File: src/rtl/mem_wb_stage_pkg.sv
`default_nettype none
// ============================================================================
//  Module   : ev22_pkg
//  Brief    : Shared types and default constants for the EV22 memory /
//             write-back stage.
//  Revision : 1.0 - initial parametrised release
// ============================================================================
package ev22_pkg;

    localparam int EV22_DATA_W   = 16;
    localparam int EV22_SEL_W    = 6;
    localparam int EV22_W_REG    = 34;
    localparam int EV22_NULL_REG = 35;

    // Stage controller states; explicit encoding keeps reset value obvious
    typedef enum logic [1:0] {
        IDLE    = 2'd0,
        RD_WAIT = 2'd1,
        WR_WAIT = 2'd2
    } state_t;

endpackage
`default_nettype wire

File: src/rtl/mem_wb_stage_if.sv
`default_nettype none
// ============================================================================
//  Module   : mem_wb_stage_if
//  Brief    : Memory port of the EV22 memory/write-back stage (req/ack
//             handshake with wait-state support).
//  Revision : 1.0 - initial parametrised release
// ============================================================================
interface mem_wb_stage_if
    import ev22_pkg::*;
#(
    parameter int DATA_W = EV22_DATA_W
);
    logic              mem_req;
    logic              mem_we;
    logic [DATA_W-1:0] mem_wdata;
    logic [DATA_W-1:0] mem_rdata;
    logic              mem_ack;

    // The stage issues requests; the memory answers them
    modport master (
        output mem_req,
        output mem_we,
        output mem_wdata,
        input  mem_rdata,
        input  mem_ack
    );

    modport slave (
        input  mem_req,
        input  mem_we,
        input  mem_wdata,
        output mem_rdata,
        output mem_ack
    );
endinterface
`default_nettype wire

File: src/rtl/mem_wb_stage_timeout_cnt.sv
`default_nettype none
// ============================================================================
//  Module   : mem_timeout_cnt
//  Brief    : Wait-cycle counter with clear/enable; flags the last allowed
//             wait cycle. TIMEOUT = 0 disables the terminal flag.
//  Revision : 1.0 - initial parametrised release
// ============================================================================
module mem_timeout_cnt #(
    parameter int TIMEOUT = 15
) (
    input  wire logic clk,
    input  wire logic rst,
    input  wire logic clr,
    input  wire logic en,
    output logic      terminal
);
    localparam int c_CLOG  = $clog2(TIMEOUT + 1);
    localparam int c_CNT_W = (c_CLOG < 1) ? 1 : c_CLOG;

    logic [c_CNT_W-1:0] r_count;

    // Count wait cycles; clear has priority so a fresh transaction starts at 0
    always_ff @(posedge clk or posedge rst) begin
        if (rst) begin
            r_count <= '0;
        end else if (clr) begin
            r_count <= '0;
        end else if (en) begin
            r_count <= r_count + 1'b1;
        end
    end

    generate
        if (TIMEOUT != 0) begin : g_timeout
            assign terminal = (r_count == c_CNT_W'(TIMEOUT - 1));
        end else begin : g_no_timeout
            assign terminal = 1'b0;
        end
    endgenerate

endmodule
`default_nettype wire

File: src/rtl/mem_wb_stage.sv
`default_nettype none
// ============================================================================
//  Module   : mem_wb_stage
//  Brief    : EV22 memory / write-back stage. Routes ALU results to the
//             register file, performs MR/MW through a req/ack memory port,
//             stalls upstream while busy and aborts hung transactions.
//  Revision : 1.0 - initial parametrised release
// ============================================================================
module mem_wb_stage
    import ev22_pkg::*;
#(
    parameter int DATA_W   = EV22_DATA_W,
    parameter int SEL_W    = EV22_SEL_W,
    parameter int W_REG    = EV22_W_REG,
    parameter int NULL_REG = EV22_NULL_REG,
    parameter int TIMEOUT  = 15
) (
    input  wire logic              clk,
    input  wire logic              rst,
    input  wire logic              in_valid,
    input  wire logic              mr,
    input  wire logic              mw,
    input  wire logic [DATA_W-1:0] w_in,
    input  wire logic [DATA_W-1:0] data_c,
    input  wire logic [SEL_W-1:0]  sel_c,
    input  wire logic              err_clr,
    mem_wb_stage_if.master         mem,
    output logic                   stall,
    output logic [DATA_W-1:0]      data,
    output logic [SEL_W-1:0]       sel_reg,
    output logic                   wb_en,
    output logic                   err
);
    localparam logic [SEL_W-1:0] c_NULL = SEL_W'(NULL_REG);
    localparam logic [SEL_W-1:0] c_W    = SEL_W'(W_REG);

    state_t             r_state;
    state_t             w_next_state;
    logic [DATA_W-1:0]  r_data;
    logic [DATA_W-1:0]  r_wdata;
    logic [SEL_W-1:0]   r_sel;
    logic               r_wb_en;
    logic               r_err;
    logic               w_busy;
    logic               w_accept;
    logic               w_term;
    logic               w_timeout;

    assign w_busy    = (r_state != IDLE);
    assign w_accept  = in_valid && (r_state == IDLE);
    // An ack in the terminal cycle completes normally instead of aborting
    assign w_timeout = w_busy && !mem.mem_ack && w_term;

    mem_timeout_cnt #(
        .TIMEOUT (TIMEOUT)
    ) u_timeout_cnt (
        .clk      (clk),
        .rst      (rst),
        .clr      (!w_busy || mem.mem_ack || w_term),
        .en       (w_busy),
        .terminal (w_term)
    );

    // State register
    always_ff @(posedge clk or posedge rst) begin
        if (rst) r_state <= IDLE;
        else     r_state <= w_next_state;
    end

    // Next-state: mr wins over mw; ack or timeout both return to IDLE
    always_comb begin
        w_next_state = r_state;
        case (r_state)
            IDLE: begin
                if (w_accept && mr)      w_next_state = RD_WAIT;
                else if (w_accept && mw) w_next_state = WR_WAIT;
            end
            RD_WAIT, WR_WAIT: begin
                if (mem.mem_ack || w_term) w_next_state = IDLE;
            end
            default: w_next_state = IDLE;
        endcase
    end

    // Handshake outputs follow the state, so reset drops the request at once
    always_comb begin
        stall         = w_busy;
        mem.mem_req   = w_busy;
        mem.mem_we    = (r_state == WR_WAIT);
        mem.mem_wdata = r_wdata;
    end

    // Write-back path, store data and sticky error flag
    always_ff @(posedge clk or posedge rst) begin
        if (rst) begin
            r_data  <= '0;
            r_wdata <= '0;
            r_sel   <= c_NULL;
            r_wb_en <= 1'b0;
            r_err   <= 1'b0;
        end else begin
            r_sel   <= c_NULL;
            r_wb_en <= 1'b0;
            if (w_accept && !mr && mw) begin
                r_wdata <= w_in;
            end
            if (w_accept && !mr && !mw) begin
                r_sel   <= sel_c;
                r_wb_en <= (sel_c != c_NULL);
                if (sel_c != c_NULL) r_data <= data_c;
            end
            if (r_state == RD_WAIT && mem.mem_ack) begin
                r_data  <= mem.mem_rdata;
                r_sel   <= c_W;
                r_wb_en <= 1'b1;
            end
            if (w_timeout)    r_err <= 1'b1;
            else if (err_clr) r_err <= 1'b0;
        end
    end

    assign data    = r_data;
    assign sel_reg = r_sel;
    assign wb_en   = r_wb_en;
    assign err     = r_err;

endmodule
`default_nettype wire

File: src/flat_wrapper.sv
// flat-port wrapper written by rule: the top's interface ports become plain ports
module mem_wb_stage_flat import ev22_pkg::*;
#(
    parameter int DATA_W   = EV22_DATA_W,
    parameter int SEL_W    = EV22_SEL_W,
    parameter int W_REG    = EV22_W_REG,
    parameter int NULL_REG = EV22_NULL_REG,
    parameter int TIMEOUT  = 15
)
  (clk, rst, in_valid, mr, mw, w_in, data_c, sel_c, err_clr, stall, data, sel_reg, wb_en, err, mem_mem_req, mem_mem_we, mem_mem_wdata, mem_mem_rdata, mem_mem_ack);
  mem_wb_stage_if #(.DATA_W(DATA_W)) mem_i ();
  input  wire logic clk;
  input  wire logic rst;
  input  wire logic in_valid;
  input  wire logic mr;
  input  wire logic mw;
  input  wire logic [DATA_W-1:0] w_in;
  input  wire logic [DATA_W-1:0] data_c;
  input  wire logic [SEL_W-1:0] sel_c;
  input  wire logic err_clr;
  output logic stall;
  output logic [DATA_W-1:0] data;
  output logic [SEL_W-1:0] sel_reg;
  output logic wb_en;
  output logic err;
  output wire logic [$bits(mem_i.mem_req)-1:0] mem_mem_req;
  output wire logic [$bits(mem_i.mem_we)-1:0] mem_mem_we;
  output wire logic [$bits(mem_i.mem_wdata)-1:0] mem_mem_wdata;
  input wire logic [$bits(mem_i.mem_rdata)-1:0] mem_mem_rdata;
  input wire logic [$bits(mem_i.mem_ack)-1:0] mem_mem_ack;
  assign mem_mem_req = mem_i.mem_req;
  assign mem_mem_we = mem_i.mem_we;
  assign mem_mem_wdata = mem_i.mem_wdata;
  assign mem_i.mem_rdata = mem_mem_rdata;
  assign mem_i.mem_ack = mem_mem_ack;
  mem_wb_stage #(.DATA_W(DATA_W), .SEL_W(SEL_W), .W_REG(W_REG), .NULL_REG(NULL_REG), .TIMEOUT(TIMEOUT)) u_core (.clk(clk), .rst(rst), .in_valid(in_valid), .mr(mr), .mw(mw), .w_in(w_in), .data_c(data_c), .sel_c(sel_c), .err_clr(err_clr), .mem(mem_i), .stall(stall), .data(data), .sel_reg(sel_reg), .wb_en(wb_en), .err(err));
endmodule
File: config.mk
export PLATFORM = sky130hd
export DESIGN_NAME = mem_wb_stage_flat
export DESIGN_NICKNAME = d
export VERILOG_FILES = /design/src/rtl/mem_wb_stage_pkg.sv /design/src/rtl/mem_wb_stage_if.sv /design/src/rtl/mem_wb_stage_timeout_cnt.sv /design/src/rtl/mem_wb_stage.sv /design/src/flat_wrapper.sv
export SDC_FILE = /design/constraint.sdc
export NUM_CORES = 1
export LEC_CHECK = 0
export CAP_MARGIN = 20
export CORE_UTILIZATION = 32
export CTS_CLUSTER_DIAMETER = 150
export DETAILED_ROUTE_END_ITERATION = 10
export SLEW_MARGIN = 20
export SYNTH_ARGS = -nofsm -noshare
export SYNTH_HDL_FRONTEND = slang
export SYNTH_HIERARCHICAL = 1
export SYNTH_SLANG_ARGS = --single-unit
File: constraint.sdc
create_clock -name clk -period 5.03 [get_ports clk]
set_input_delay 1.509 -clock clk [delete_from_list [all_inputs] [get_ports clk]]
set_output_delay 1.509 -clock clk [all_outputs]
set_load 0.03 [all_outputs]
* Word-level counts from Yosys, hierarchy flattened *
Index checks and enable logic that the tools add are counted.

storage, ports and cells
  register bits after elaboration = 46
  latch bits = 0
  memory bits (writable) = 0
  memory bits (read-only) = 0
  bits of input ports = 61
  output and inout port bits = 43
  word-level logic and storage cells = 54
  memories kept = 0

cells by class
  $add $sub $neg = 1
  $mul = 0
  div/mod/pow operators = 0
  $lt $le $gt $ge = 0
  equality and inequality tests = 6
  shift-type cells = 0
  mux-type cells = 15
  bitwise gates (word level) = 0
  reductions and logical operators = 25

operators with widths
  operator                                             number
  two-way mux 16 bit                                   3
  two-way mux 6 bit                                    2
  nonzero test 2 bit                                   5
  logical AND 1 bit                                    9
  two-way mux 4 bit                                    2
  two-way mux 2 bit                                    3
  != test 6 bit, second input constant                 1
  adder 4 x 1 -> 4 bit, second input constant          1
  equality test 4 bit, second input constant           1
  logical NOT 1 bit                                    4
  two-way mux 1 bit                                    4
  case mux 2 bit (2 select lines)                      1
  AND reduction 2 bit                                  2
  logical OR 1 bit                                     3
  != test 3 bit, second input constant                 1
  equality test 2 x 1 -> 1 bit, second input constant  1
  equality test 2 bit, second input constant           1
  logical NOT 2 bit                                    1
  != test 2 x 1 -> 1 bit, second input constant        1
  OR reduction 2 bit                                   1

* Depth between registers and ports, before layout *
Gate-level depths: netlist (run 1).

  word-level depth = 6
  depth in mapped cells = 8
  gate-level depth less buffers = 6

* By module *
The synthesis (run 1) kept the hierarchy.

modules (own cells, without submodules)
  module           instances  cells an instance  area each (um^2)  sequential area each (um^2)
  mem_wb_stage     1          196                2123.3            1054.8
  mem_timeout_cnt  1          20                 216.5             100.1

* Least setup slack after synthesis (run 1) *
Ideal clock, no wire load.

  path type = flip-flop to output port
  start = register u_core.r_state[1]
  end = output port stall
  data arrival time = 1.285 ns
  data required time = 3.521 ns
  path slack = 2.236 ns
  stages on the path, launching flop included = 6
  buffers on the path = 2
  cell sequence = dfrtp_1 inv_1 ha_1 buf_2 inv_1 buf_4

between the ends
  word-level cells in the longest chain between the ends = 1

ends and longest elaborated chain
  what                      line                RTL
  start: declaration        mem_wb_stage.sv:37  state_t r_state;
  start signal: assignment  mem_wb_stage.sv:67  else r_state <= w_next_state;
  nonzero test 2 bit        mem_wb_stage.sv:49  assign w_busy = (r_state != IDLE);
  end: declaration          flat_wrapper.sv:21  output logic stall;

Every way passes these cells.

* Worst setup path after layout (run 1) *
  start = register u_core.r_state[1]
  end = output port mem_mem_req

between the ends
  word-level cells in the longest chain between the ends = 1

ends and longest elaborated chain
  what                line                RTL
  nonzero test 2 bit  mem_wb_stage.sv:49
  end: declaration    flat_wrapper.sv:26  output wire logic [$bits(mem_i.mem_req)-1:0] mem_mem_req;

Every way passes these cells.

==> summary.txt, run 1 <==
Status
  – Status: finished, final reports clean

CTS
  – TritonCTS clock tree: built
  – CTS max path bufs: 2
  – Total CTS buffers: 5
  – CTS sink cnt: 46
  – Cts hold-fix bufs: 0
  – Post-CTS Resized: 0
  – Setup Buffers After CTS: 0
  – Root Driver: clkbuf_8
  – Clock Latency Late Sink: 0.30 ns
  – Clk slew on worst S/H paths: 0.09 ns
  – H-tree depth: 2

GRT
  – First-pass GRT wire length: 10.5 mm
  – Largest net degree at the start of global routing: 43
  – Vias in the first global route: 2,157
  – Initial antenna violation count: 0
  – Grt ovf: 0
  – GR Util All Layers: 17.8%

Timing
  – Final Setup Violations: 0
  – Hold WS: 0.513 ns
  – Period utilization: 70.6%
  – Final slew viol count: 0
  – Setup Skew: 0.00790 ns
  – Worst Tran Pin Value: 0.912 ns
  – Worst slew margin: 38.8%
  – Final hold vios: 0
  – Final worst path period need: 3.55 ns
  – Setup TNS: 0 ns
  – Fmax: 282 MHz
  – Unrepaired setup endpoints after global routing: no

Setup path
  – Crit end category: output port
  – CP Max Fanout: 9
  – Worst Setup Path Type: flip-flop to output port
  – Worst Reg-to-Reg Cells: 6
  – Crit path DAT: 2.04 ns
  – Required @ worst endpoint: 3.52 ns
  – Critical Path Start Type: flip-flop
  – Reg2Reg Setup Slack: 2.59 ns

Detailed routing
  – Routed vias/inst: 5.27
  – Drt initial violations: 82
  – Vias: 2,134
  – Routed wire length: 6.63 mm
  – Drt pass-1 iters: 4
  – Post-DRT Antenna Nets: 0
  – DRC viols: 0
  – WL/cell: 16.4 um

Floorplan
  – Die extent in x: 87.5 um
  – # rows: 30
  – I/O pin cnt: 104
  – Core area: 6940 sq um
  – Die Area: 7660 sq um
  – Die H: 87.5 um
  – Initial Utilization: 33.7%

Synth
  – Synth Area in XOR/XNOR: 0.374%
  – Synth Instances: 216
  – Largest family of logic cells by synthesized area: simple AND/OR/NAND/NOR gates
  – Avg Inst Size Synth: 10.8 sq um
  – Synth async-reset ratio: 100%
  – Seq/Total Area, Yosys: 49.4%
  – Synth top area share: 46.0%
  – Simple-Gate Fraction of Synth Area: 20.3%
  – Largest area contributor in the netlist: dfrtp_1
  – Mux cell area share after synthesis: 8.34%
  – Primary FF master, synth: dfrtp_1
  – Mapped Nets: 282
  – Area contributors post-synth: dfrtp_1, mux2_2, o2111ai_1, and3_1, nand4_1
  – Yosys reg bits: 46
  – EDFF count, synth: 0
  – Synth warnings: 6
  – Post-synthesis adder-cell area fraction: 2.67%
  – Post-Syn Area: 2340 sq um
  – Yosys cell types: 38
  – Complex-gate fraction of the synthesized area: 13.2%

Place
  – IO Port Bufs: 103
  – Placer Congestion: 0.714
  – HPWL Detailed: 4.51 mm

Pwr
  – Leak pwr: 1.47 nW
  – Pwr Density: 525 nW/um^2
  – Max VDD drop: 0.000363 V

Layout
  – # diodes: 0
  – Layout cells sized above 1: 11.7%
  – Layout Nets: 374
  – Fill count: 644
  – Layout area overhead: 49.1%

Min path
  – Worst Hold Depth: 1
  – Hold crit path type: flip-flop to flip-flop

Run
  – Max-cap violations: 0
-- metrics by stage --
stage / worst slack, ns / utilization (%) / std cells / total power [mW] / area (sq um)
floorplan: 2.24 / - / 216 / 1.20 / 2340
global placement: 1.59 / 49.0 / 397 / 1.60 / 3410
detailed placement: 1.48 / 49.0 / 397 / 1.62 / 3410
CTS: 1.47 / 50.2 / 405 / 1.84 / 3490
global route: 1.35 / 50.2 / 405 / 1.94 / 3490
finish: 1.48 / 50.2 / 405 / 1.83 / 3490
-- kinds of logic after synthesis --
kind of cell             Yosys count
AO/OA/AOI/OAI                     42
buffers and inverters             28
XOR/XNOR                           1
AND/OR/NAND/NOR                   77
flip-flops                        46
adder cells (fa/ha/maj)            5
multiplexers                      17
-- worst max-delay path: stages, from the launching register on --
cell and delay (ns):
dfrtp_1 0.40, inv_1 0.08, ha_1 0.29, inv_1 0.25
clkdlybuf4s50_1 0.72
-- final timing paths --
path	start	to
min in group asynchronous	rst	u_core/u_timeout_cnt/r_count[0]
setup / recovery	u_core/r_state[1]	mem_mem_req
setup reg to reg	u_core/r_state[1]	u_core/data[13]
hold reg to reg	u_core/mem.mem_wdata[8]	u_core/mem.mem_wdata[8]
max in group asynchronous	rst	u_core/data[7]
hold / removal	u_core/mem.mem_wdata[8]	u_core/mem.mem_wdata[8]
-- synthesized netlist by cell type (all sizes together), types with 2 or more instances --
library cell and instances:
nor2 4, dfrtp 43, nand3b 4, a31oi 16, and3 20, nand2 6, buf 8, nand4 17
mux2 17, nand3 17, o2111ai 16, inv 7, dfstp 3, clkbuf 13, o21ai 2, ha 5
a21oi 2
-- where the power goes --
group          leakage, nW  switching (mW)  internal, mW  total [mW]
sequential           0.571          0.0945         0.517       0.611
clock               0.0450           0.127        0.0966       0.223
combinational        0.849           0.560         0.436       0.996
total                 1.47           0.781          1.05        1.83
-- per-layer routing --
metal / track usage (%) / up-vias / routed length (um)
met5: 0 / - / 0
met4: 4.92 / 0 / 43
met3: 7.01 / 4 / 586
met2: 28.8 / 78 / 3000
met1: 22.2 / 1042 / 3000
li1: - / 1010 / -
-- cell usage in the layout (no fill, tap or decap), drive strengths merged, types with 4 or more instances in the layout --
cell           count
a31oi             16
and3              20
clkbuf             6
clkdlybuf4s50    103
dfrtp             43
ha                 5
inv                7
mux2              17
nand2              6
nand3             17
nand3b             4
nand4             17
nor2               4
o2111ai           16
-- area by class of cell --
cell class	instances	area, sq um	area share (%)
clock buffer	6	72.6	2.08
clock inverter	2	10.0	0.287
inverter	7	26.3	0.753
multi-input combinational	142	1050	30.1
sequential	46	1150	33.1
tap	96	120	3.44
timing repair buffer	106	1050	30.2
Note: power is estimated with default switching activity, not from simulation.
==> run 2: changes to the inputs <==
PLACE_DENSITY = 0.66   (was unset)
clock period = 3 ns   (was 5.03 ns; I/O delays follow)
==> run 2 against run 1 <==
  * Sequential share of layout area down 0.79 points
  * Critical path type unchanged
  * Register-to-register slack worse by 1.5 ns
  * First-iteration DRC count rose by 130%
  * Critical path depth is the same
  * Combinational power grew 70%
==> summary.txt, run 2 (synthesis gave the netlist of run 1 again) <==
Floorplan
  – Die extent in x: 87.5 um (unchanged)
  – I/O pin cnt: 104 (unchanged)
  – Core area: 6940 sq um (unchanged)
  – Die H: 87.5 um (unchanged)
  – Initial Utilization: 33.7% (unchanged)
  – Die Area: 7660 sq um (unchanged)
  – # rows: 30 (unchanged)

Setup path
  – R2r startpoint: u_core/r_state[1] (unchanged)
  – Crit end category: output port (unchanged)
  – Delay-heaviest family, CP: buffers and inverters (unchanged)
  – Reg2Reg Setup Slack: 1.12 ns (was 2.59 ns)
  – Crit-path most repeated cell: inv_1 (unchanged)
  – Crit path from: u_core/r_state[1] (unchanged)
  – Worst Setup Path Type: flip-flop to output port (unchanged)
  – CP Max Fanout: 8 (was 9)
  – Critical Path Start Type: flip-flop (unchanged)
  – WP depth: 4 (unchanged)
  – Crit path DAT: 1.90 ns (was 2.04 ns)
  – Worst Reg-to-Reg Cells: 6 (unchanged)
  – R2r endpoint: u_core/data[13] (unchanged)
  – Worst setup endpoint: stall (was mem_mem_req)
  – Required @ worst endpoint: 2.10 ns (was 3.52 ns)
  – Slowest CP cell: clkdlybuf4s50_1 (unchanged)
  – CP peak stage delay: 0.72 ns (about the same)
  – CP Cell Sequence: inv_1 > ha_1 > inv_1 > clkdlybuf4s50_1 (unchanged)
  – Worst Path Buf+Inv: 3 (unchanged)

GRT
  – Initial antenna violation count: 0 (unchanged)
  – Largest net degree at the start of global routing: 56 (was 43)
  – First-pass GRT wire length: 10.7 mm (was 10.5 mm)
  – Grt ovf: 0 (unchanged)
  – Vias in the first global route: 2,097 (was 2,157)
  – GR Util All Layers: 18.2% (was 17.8%)

Timing
  – Worst Tran Pin Value: 0.694 ns (was 0.912 ns)
  – Final hold vios: 0 (unchanged)
  – Final worst path period need: 2.80 ns
  – Worst slew margin: 53.7% (was 38.8%)
  – Setup TNS: 0 ns (unchanged)
  – Period utilization: 93.2%
  – Final Setup Violations: 0 (unchanged)
  – Final slew viol count: 0 (unchanged)
  – Setup Skew: 0.00908 ns (was 0.00790 ns)
  – Unrepaired setup endpoints after global routing: no (unchanged)
  – Fmax: 358 MHz

Place
  – Placer Congestion: 0.790 (was 0.714)
  – HPWL Detailed: 4.65 mm (was 4.51 mm)
  – IO Port Bufs: 103 (unchanged)

Layout
  – Register area: 1150 sq um (unchanged)
  – Layout cells sized above 1: 13.0% (was 11.7%)
  – # diodes: 0 (unchanged)
  – Fill count: 620 (was 644)
  – Area of the multi-input gates: 1050 sq um (unchanged)
  – Layout area overhead: 52.7% (was 49.1%)
  – Highest-count cells in the layout ignoring fill and taps: clkdlybuf4s50_1, dfrtp_1, and3_1, nand4_1, nand3_1 (unchanged)
  – Commonest non-fill, non-tap cell in the layout: clkdlybuf4s50_1 (unchanged)
  – Layout Nets: 380 (was 374)

CTS
  – TritonCTS clock tree: built (unchanged)
  – CTS max path bufs: 2 (unchanged)
  – Setup Buffers After CTS: 0 (unchanged)
  – Post-CTS Resized: 0 (unchanged)
  – Clk slew on worst S/H paths: 0.09 ns (about the same)
  – Root Driver: clkbuf_8 (unchanged)
  – Total CTS buffers: 5 (unchanged)
  – Cts hold-fix bufs: 0 (unchanged)
  – Clock Latency Late Sink: 0.31 ns (was 0.30 ns)
  – CTS sink cnt: 46 (unchanged)
  – H-tree depth: 2 (unchanged)

Run
  – Max-cap violations: 0 (unchanged)

Min path
  – Hold crit path type: flip-flop to flip-flop (unchanged)
  – Hold path start: u_core/mem.mem_wdata[9] (was u_core/mem.mem_wdata[8])

Detailed routing
  – Vias: 2,193 (was 2,134)
  – DRC viols: 0 (unchanged)
  – WL/cell: 16.4 um (about the same)
  – Drt pass-1 iters: 4 (unchanged)
  – Routed vias/inst: 5.34 (was 5.27)
  – Drt initial violations: 187 (was 82)
  – Routed wire length: 6.76 mm (was 6.63 mm)
  – Post-DRT Antenna Nets: 0 (unchanged)

Status
  – Status: finished, final reports clean (unchanged)

Pwr
  – Pwr Density: 890 nW/um^2 (was 525 nW/um^2)
  – Total power: 3.18 mW (was 1.83 mW)
  – Leak pwr: 1.50 nW (was 1.47 nW)
  – Max VDD drop: 0.000326 V (was 0.000363 V)
## run 2: cell count changes in the layout (fill, tap and decap cells not counted)
cell | previous run | this run
clkinv_2 | 2 | 0
bufinv_16 | 0 | 1
clkinv_1 | 0 | 1
inv_2 | 1 | 0
clkinvlp_4 | 0 | 1
buf_4 | 3 | 8
buf_12 | 0 | 1
## run 2: area by class of cell
| class | instances | share of cell area, % |
|---|---|---|
| clock buffers | 6 | 2.03 |
| clock inverters | 2 | 1.05 |
| inverters | 7 | 0.735 |
| multi-input cells | 142 | 29.4 |
| flip-flops and latches | 46 | 32.3 |
| well taps | 96 | 3.36 |
| repair buffers | 112 | 31.1 |
## run 2: report_power, final
group	internal, mW	switching (mW)
clock network	0.249	0.219
registers	0.867	0.158
logic	0.749	0.937
## run 2: stage by stage
stage	utilization, %	worst slack [ns]	hold slack [ns]	cell area [sq um]	cells
global route	51.5	0.0622	0.526	3570	411
CTS	51.5	0.181	0.514	3570	411
floorplan	-	0.815	0.523	2340	216
global placement	49.9	0.500	0.485	3460	403
detailed placement	49.9	0.470	0.494	3460	403
finish	51.5	0.204	0.510	3570	411
## run 2: worst min-delay path by stage
stage,to,cells past startpoint,slack [ns]
after global routing,u_core/mem.mem_wdata[9],1,0.53
after floorplan,u_core/r_state[1],1,0.52
after CTS,u_core/mem.mem_wdata[9],1,0.51
after global placement,u_core/mem.mem_wdata[12],1,0.48
after detailed placement,u_core/mem.mem_wdata[9],1,0.49
final,u_core/mem.mem_wdata[9],1,0.51
## run 2: routing by layer
metal | vias up | track usage (%) | part of all wire [%] | wire [um]
met1 | 1065 | 24.9 | 43 | 2920
met5 | - | 0 | 0 | 0
li1 | 1024 | - | - | -
met3 | 13 | 3.60 | 5.9 | 396
met2 | 91 | 28.1 | 48 | 3270
met4 | 0 | 7.60 | 2.4 | 165
==> run 3: changes to the inputs <==
ABC_CLOCK_PERIOD_IN_PS = 3000   (was unset)
RECOVER_POWER = 50   (was unset)
SETUP_SLACK_MARGIN = 0.4   (was unset)
==> run 3 against run 2 <==
  * Cell count unchanged
  * Largest cell class unchanged
  * Highest routed layer unchanged
  * Critical path depth decreased by 3
  * Critical endpoint is now sel_reg[0]
  * Clock-buffer cell count stayed put
==> summary.txt, run 3 (synthesis gave the netlist of run 1 again) <==
Status
  – Status: finished, final reports clean (unchanged)

CTS
  – TritonCTS clock tree: built (unchanged)
  – Post-CTS Resized: 2 (was 0)
  – H-tree depth: 2 (unchanged)
  – Clock Latency Late Sink: 0.31 ns (about the same)
  – CTS sink cnt: 46 (unchanged)
  – CTS max path bufs: 2 (unchanged)
  – Cts hold-fix bufs: 0 (unchanged)
  – Root Driver: clkbuf_8 (unchanged)
  – Total CTS buffers: 5 (unchanged)
  – Clk slew on worst S/H paths: 0.09 ns (about the same)
  – Setup Buffers After CTS: 0 (unchanged)

Timing
  – Unrepaired setup endpoints after global routing: no (unchanged)
  – Setup TNS: 0 ns (unchanged)
  – Final slew viol count: 0 (unchanged)
  – Final worst path period need: 2.40 ns (was 2.80 ns)
  – Worst slew margin: 43.2% (was 53.7%)
  – Fmax: 416 MHz (was 358 MHz)
  – Period utilization: 80.0% (was 93.2%)
  – Worst Tran Pin Value: 0.852 ns (was 0.694 ns)
  – Setup Skew: 0.0108 ns (was 0.00908 ns)
  – Final Setup Violations: 0 (unchanged)
  – Final hold vios: 0 (unchanged)

Setup path
  – Slowest CP cell: clkdlybuf4s50_1 (unchanged)
  – CP Cell Sequence: clkdlybuf4s50_1 (was inv_1 > ha_1 > inv_1 > clkdlybuf4s50_1)
  – Crit path DAT: 1.50 ns (was 1.90 ns)
  – Reg2Reg Setup Slack: 1.15 ns (was 1.12 ns)
  – Worst Setup Path Type: flip-flop to output port (unchanged)
  – Required @ worst endpoint: 2.10 ns (about the same)
  – Delay-heaviest family, CP: buffers and inverters (unchanged)
  – CP Max Fanout: 1 (was 8)
  – Critical Path Start Type: flip-flop (unchanged)
  – Crit end category: output port (unchanged)
  – Worst Path Buf+Inv: 1 (was 3)
  – CP peak stage delay: 0.66 ns (was 0.72 ns)

Layout
  – Layout Nets: 380 (unchanged)
  – Design area: 3540 sq um (was 3570 sq um)
  – Highest-count cells in the layout ignoring fill and taps: clkdlybuf4s50_1, dfrtp_1, and3_1, nand4_1, nand3_1 (unchanged)
  – Commonest non-fill, non-tap cell in the layout: clkdlybuf4s50_1 (unchanged)
  – Fill count: 626 (was 620)
  – Layout area overhead: 51.4% (was 52.7%)
  – Layout cells sized above 1: 13.0% (unchanged)
  – # diodes: 0 (unchanged)

Floorplan
  – Die extent in x: 87.5 um (unchanged)
  – Initial Utilization: 33.7% (unchanged)
  – Die Area: 7660 sq um (unchanged)
  – Core area: 6940 sq um (unchanged)
  – Die H: 87.5 um (unchanged)
  – I/O pin cnt: 104 (unchanged)
  – # rows: 30 (unchanged)

Detailed routing
  – Drt initial violations: 167 (was 187)
  – WL/cell: 16.3 um (was 16.4 um)
  – Drt pass-1 iters: 4 (unchanged)
  – Post-DRT Antenna Nets: 0 (unchanged)
  – Vias: 2,178 (was 2,193)
  – Routed vias/inst: 5.30 (was 5.34)
  – Routed wire length: 6.70 mm (was 6.76 mm)
  – DRC viols: 0 (unchanged)

GRT
  – Initial antenna violation count: 0 (unchanged)
  – Grt ovf: 0 (unchanged)
  – GR Util All Layers: 18.2% (unchanged)
  – Largest net degree at the start of global routing: 56 (unchanged)
  – First-pass GRT wire length: 10.7 mm (unchanged)
  – Vias in the first global route: 2,097 (unchanged)

Pwr
  – Pwr Density: 890 nW/um^2 (about the same)
  – Leak pwr: 1.51 nW (was 1.50 nW)
  – Max VDD drop: 0.000288 V (was 0.000326 V)

Place
  – Placer Congestion: 0.790 (unchanged)
  – IO Port Bufs: 103 (unchanged)
  – HPWL Detailed: 4.65 mm (unchanged)
  – Area after DPL: 3460 sq um (unchanged)

Run
  – Max-cap violations: 0 (unchanged)

Min path
  – Hold crit path type: flip-flop to flip-flop (unchanged)
[run 3: cell count changes in the layout (fill, tap and decap cells not counted)]
| cell | delta |
|---|---|
| clkdlybuf4s50_1 | -6 |
| clkbuf_2 | +3 |
| dlygate4sd3_1 | +3 |
| buf_4 | -2 |
| clkbuf_1 | +2 |
| buf_12 | -1 |
| dlymetal6s2s_1 | +1 |
[run 3: path summary, 6_finish.rpt]
path	from	end	cells after the start
hold / removal	u_core/mem.mem_wdata[9]	u_core/mem.mem_wdata[9]	1
min in group asynchronous	rst	u_core/u_timeout_cnt/r_count[2]	2
setup / recovery	u_core/sel_reg[0]	sel_reg[0]	1
setup reg to reg	u_core/r_state[1]	u_core/data[13]	6
max in group asynchronous	rst	u_core/data[13]	3
hold reg to reg	u_core/mem.mem_wdata[9]	u_core/mem.mem_wdata[9]	1
[run 3: layout make-up]
| type | instances | area [sq um] | share of cell area (%) |
|---|---|---|---|
| Inverter | 7 | 26.3 | 0.742 |
| Tap cell | 96 | 120 | 3.39 |
| Timing Repair Buffer | 112 | 1080 | 30.5 |
| Clock inverter | 2 | 37.5 | 1.06 |
| Clock buffer | 6 | 72.6 | 2.05 |
| Sequential cell | 46 | 1150 | 32.6 |
| Multi-Input combinational cell | 142 | 1050 | 29.7 |
[run 3: power breakdown]
group	internal, mW	total (mW)	switching (mW)
logic	0.725	1.66	0.934
registers	0.867	1.02	0.157
clock network	0.249	0.469	0.220
total	1.84	3.15	1.31
[run 3: stage by stage]
stage	setup WS [ns]	total power [mW]	utilization [%]	hold slack (ns)	cells
6_report	0.599	3.15	51.0	0.509	411
5_1_grt	0.530	3.34	51.0	0.526	411
4_1_cts	0.441	3.19	51.4	0.514	411
3_5_place_dp	0.470	2.72	49.9	0.494	403
3_3_place_gp	0.500	2.70	49.9	0.485	403
2_1_floorplan	0.815	2.02	-	0.523	216
[run 3: metal layers]
metal / GRT usage [%] / up-vias / share of wire (%)
met5: 0 / - / 0
met4: 7.60 / 0 / 2.4
met3: 3.60 / 15 / 6.4
met2: 28.1 / 87 / 48
met1: 24.9 / 1046 / 43
li1: - / 1030 / -
==> RTL edit, RTL diff (flow settings as in run 1) <==
Reset style: synchronous (`rst`), changed in 3 clocked blocks.
--- a/src/rtl/mem_wb_stage_timeout_cnt.sv
+++ b/src/rtl/mem_wb_stage_timeout_cnt.sv
@@ -22,3 +22,3 @@
     // Count wait cycles; clear has priority so a fresh transaction starts at 0
-    always_ff @(posedge clk or posedge rst) begin
+    always_ff @(posedge clk) begin
         if (rst) begin
--- a/src/rtl/mem_wb_stage.sv
+++ b/src/rtl/mem_wb_stage.sv
@@ -64,3 +64,3 @@
     // State register
-    always_ff @(posedge clk or posedge rst) begin
+    always_ff @(posedge clk) begin
         if (rst) r_state <= IDLE;
@@ -93,3 +93,3 @@
     // Write-back path, store data and sticky error flag
-    always_ff @(posedge clk or posedge rst) begin
+    always_ff @(posedge clk) begin
         if (rst) begin
Formal check against the unedited RTL: differs if rst is asserted again (counterexample within 4 cycles, from zero or initial values and one cycle with rst high); with rst held inactive, the same outputs for 10 cycles.
==> RTL edit against run 1 <==
- global-route usage decreased by 3.1 points
- synthesized cell count decreased by 1.4%
- area after synthesis decreased by 10%
- setup slack got worse by 16 ps
- count of clock-buffer cells in the layout unchanged
- wire length decreased by 25%
- sequential cell count unchanged
- design area decreased by 9.5%
- critical path type is now primary input to flop
- critical endpoint is now u_core/data[13]
Power is not compared: it rests on default switching activity, and its combinational part moved more than twofold at a synthesized area within 25%.
==> RTL edit: results (changes against run 1) <==
outcome finished clean; Placed Cells 377 (-5.0%); syn_area_per_cell 9.86 um2 (-8.9%); GPL Wtd Cong 0.711 (-0.52%); VDD IR max 0.148 mV; sequential area share after synthesis 43.8% (-5.5 points); Syn Nets 279 (-1.1%); dpl hpwl 3.59 mm (-21%); leakage 0.00118 uW; Clk Latency, worst-skew pair 300 ps (about the same); port bufs 103 (unchanged); library cells used by synthesis 40 (+5.3%); list of most frequent post-synthesis cells dfxtp_1, nand2_1, a21oi_1; CP arrival 3700 ps (+1660 ps); post-place instance area 0.00306 mm2 (-10%); Iteration-0 DRC Markers 42 (-49%); largest net degree at the start of global routing 34 (-21%); hold depth 2 (+1); fin crit period 3570 ps (+15.8 ps); Non-Filler Instances 385 (-4.9%); Worst-Margin Slew 896 ps (-16.3 ps); htree depth 2 (unchanged); ranking of synthesized cells by area dfxtp_1, mux2i_1, a21oi_1; final instance area 0.00316 mm2 (-9.5%); layout cell share with drive strength beyond 1 7.14% (-4.5 points); critical path fanouts, max 33 (+24); # nets final 373 (-0.27%); setup bufs post-CTS 0 (unchanged); vias in the first global route 1802 (-16%); hold-fix buffers at CTS 0 (unchanged); Worst Reg-to-Reg Cells 6 (unchanged); Placement Setup Slack 1160 ps (-326 ps); first-pass GRT wire length 8.36 mm (-21%); Async SR Flop Fraction 0% (-100 points); Worst-path clk slew 80 ps; total track usage 14.8% (-3.1 points); R2R Setup Slk 2600 ps (about the same); FILL cells 623 (-3.3%); worst-case clock buffer depth 2 (unchanged); CTS Buf Count 5 (unchanged); antenna violations before repair 0 (unchanged); Post-Route WL 4.99 mm (-25%); Hold WS 456 ps (-56.6 ps); ys flop type dfxtp_1; Root Buffer clkbuf_8; Via Count 1829 (-14%); Final Skew 8.53 ps (+0.625 ps)
RTL edit: worst max-delay path, stage by stage:
cell,delay [ps]
clkdlybuf4s50_1,470
nand2_2,480
nand4_2,800
a21oi_1,360
a311oi_1,80
RTL edit: cell families after synthesis:
logic type	count (synthesis)	synth area share [%]
XOR/XNOR	1	0.417
AO/OA/AOI/OAI	58	18.4
flip-flops	46	43.8
adder cells (fa/ha/maj)	5	2.98
AND/OR/NAND/NOR	65	17.2
multiplexers	17	8.16
buffers and inverters	21	9.05
RTL edit: metal layers:
metal  vias up  track usage [%]  wire [um]  share of wire, %
li1        952                -          -                 -
met1       808             19.1       2470                49
met2        62             23.8       2140                43
met3         7             3.98        319               6.4
met4         0             5.17         61               1.2
met5         -                0          0                 0
RTL edit: cell type report:
type | instances | area share [%]
Timing Repair Buffer | 104 | 32.9
Multi-Input combinational cell | 146 | 31.4
Sequential cell | 46 | 29.2
Tap cell | 77 | 3.05
Clock buffer | 6 | 2.62
Inverter | 4 | 0.476
Clock inverter | 2 | 0.397
RTL edit: path summary, 6_finish.rpt:
check	to	from
setup / recovery	u_core/data[13]	mem_mem_ack
hold / removal	u_core/mem.mem_wdata[3]	u_core/mem.mem_wdata[3]
setup reg to reg	u_core/data[13]	u_core/r_state[1]
hold reg to reg	u_core/mem.mem_wdata[3]	u_core/mem.mem_wdata[3]
RTL edit: power by group:
part | switching [uW] | internal, uW
registers | 10.1 | 383
logic | 103 | 105
clock network | 127 | 111
total | 240 | 599
RTL edit: metrics by stage:
| step | total power [uW] | util (%) |
|---|---|---|
| after floorplan | 521 | - |
| after global placement | 610 | 48.2 |
| after detailed placement | 612 | 48.2 |
| after CTS | 854 | 49.7 |
| after global routing | 884 | 49.7 |
| final | 839 | 49.7 |
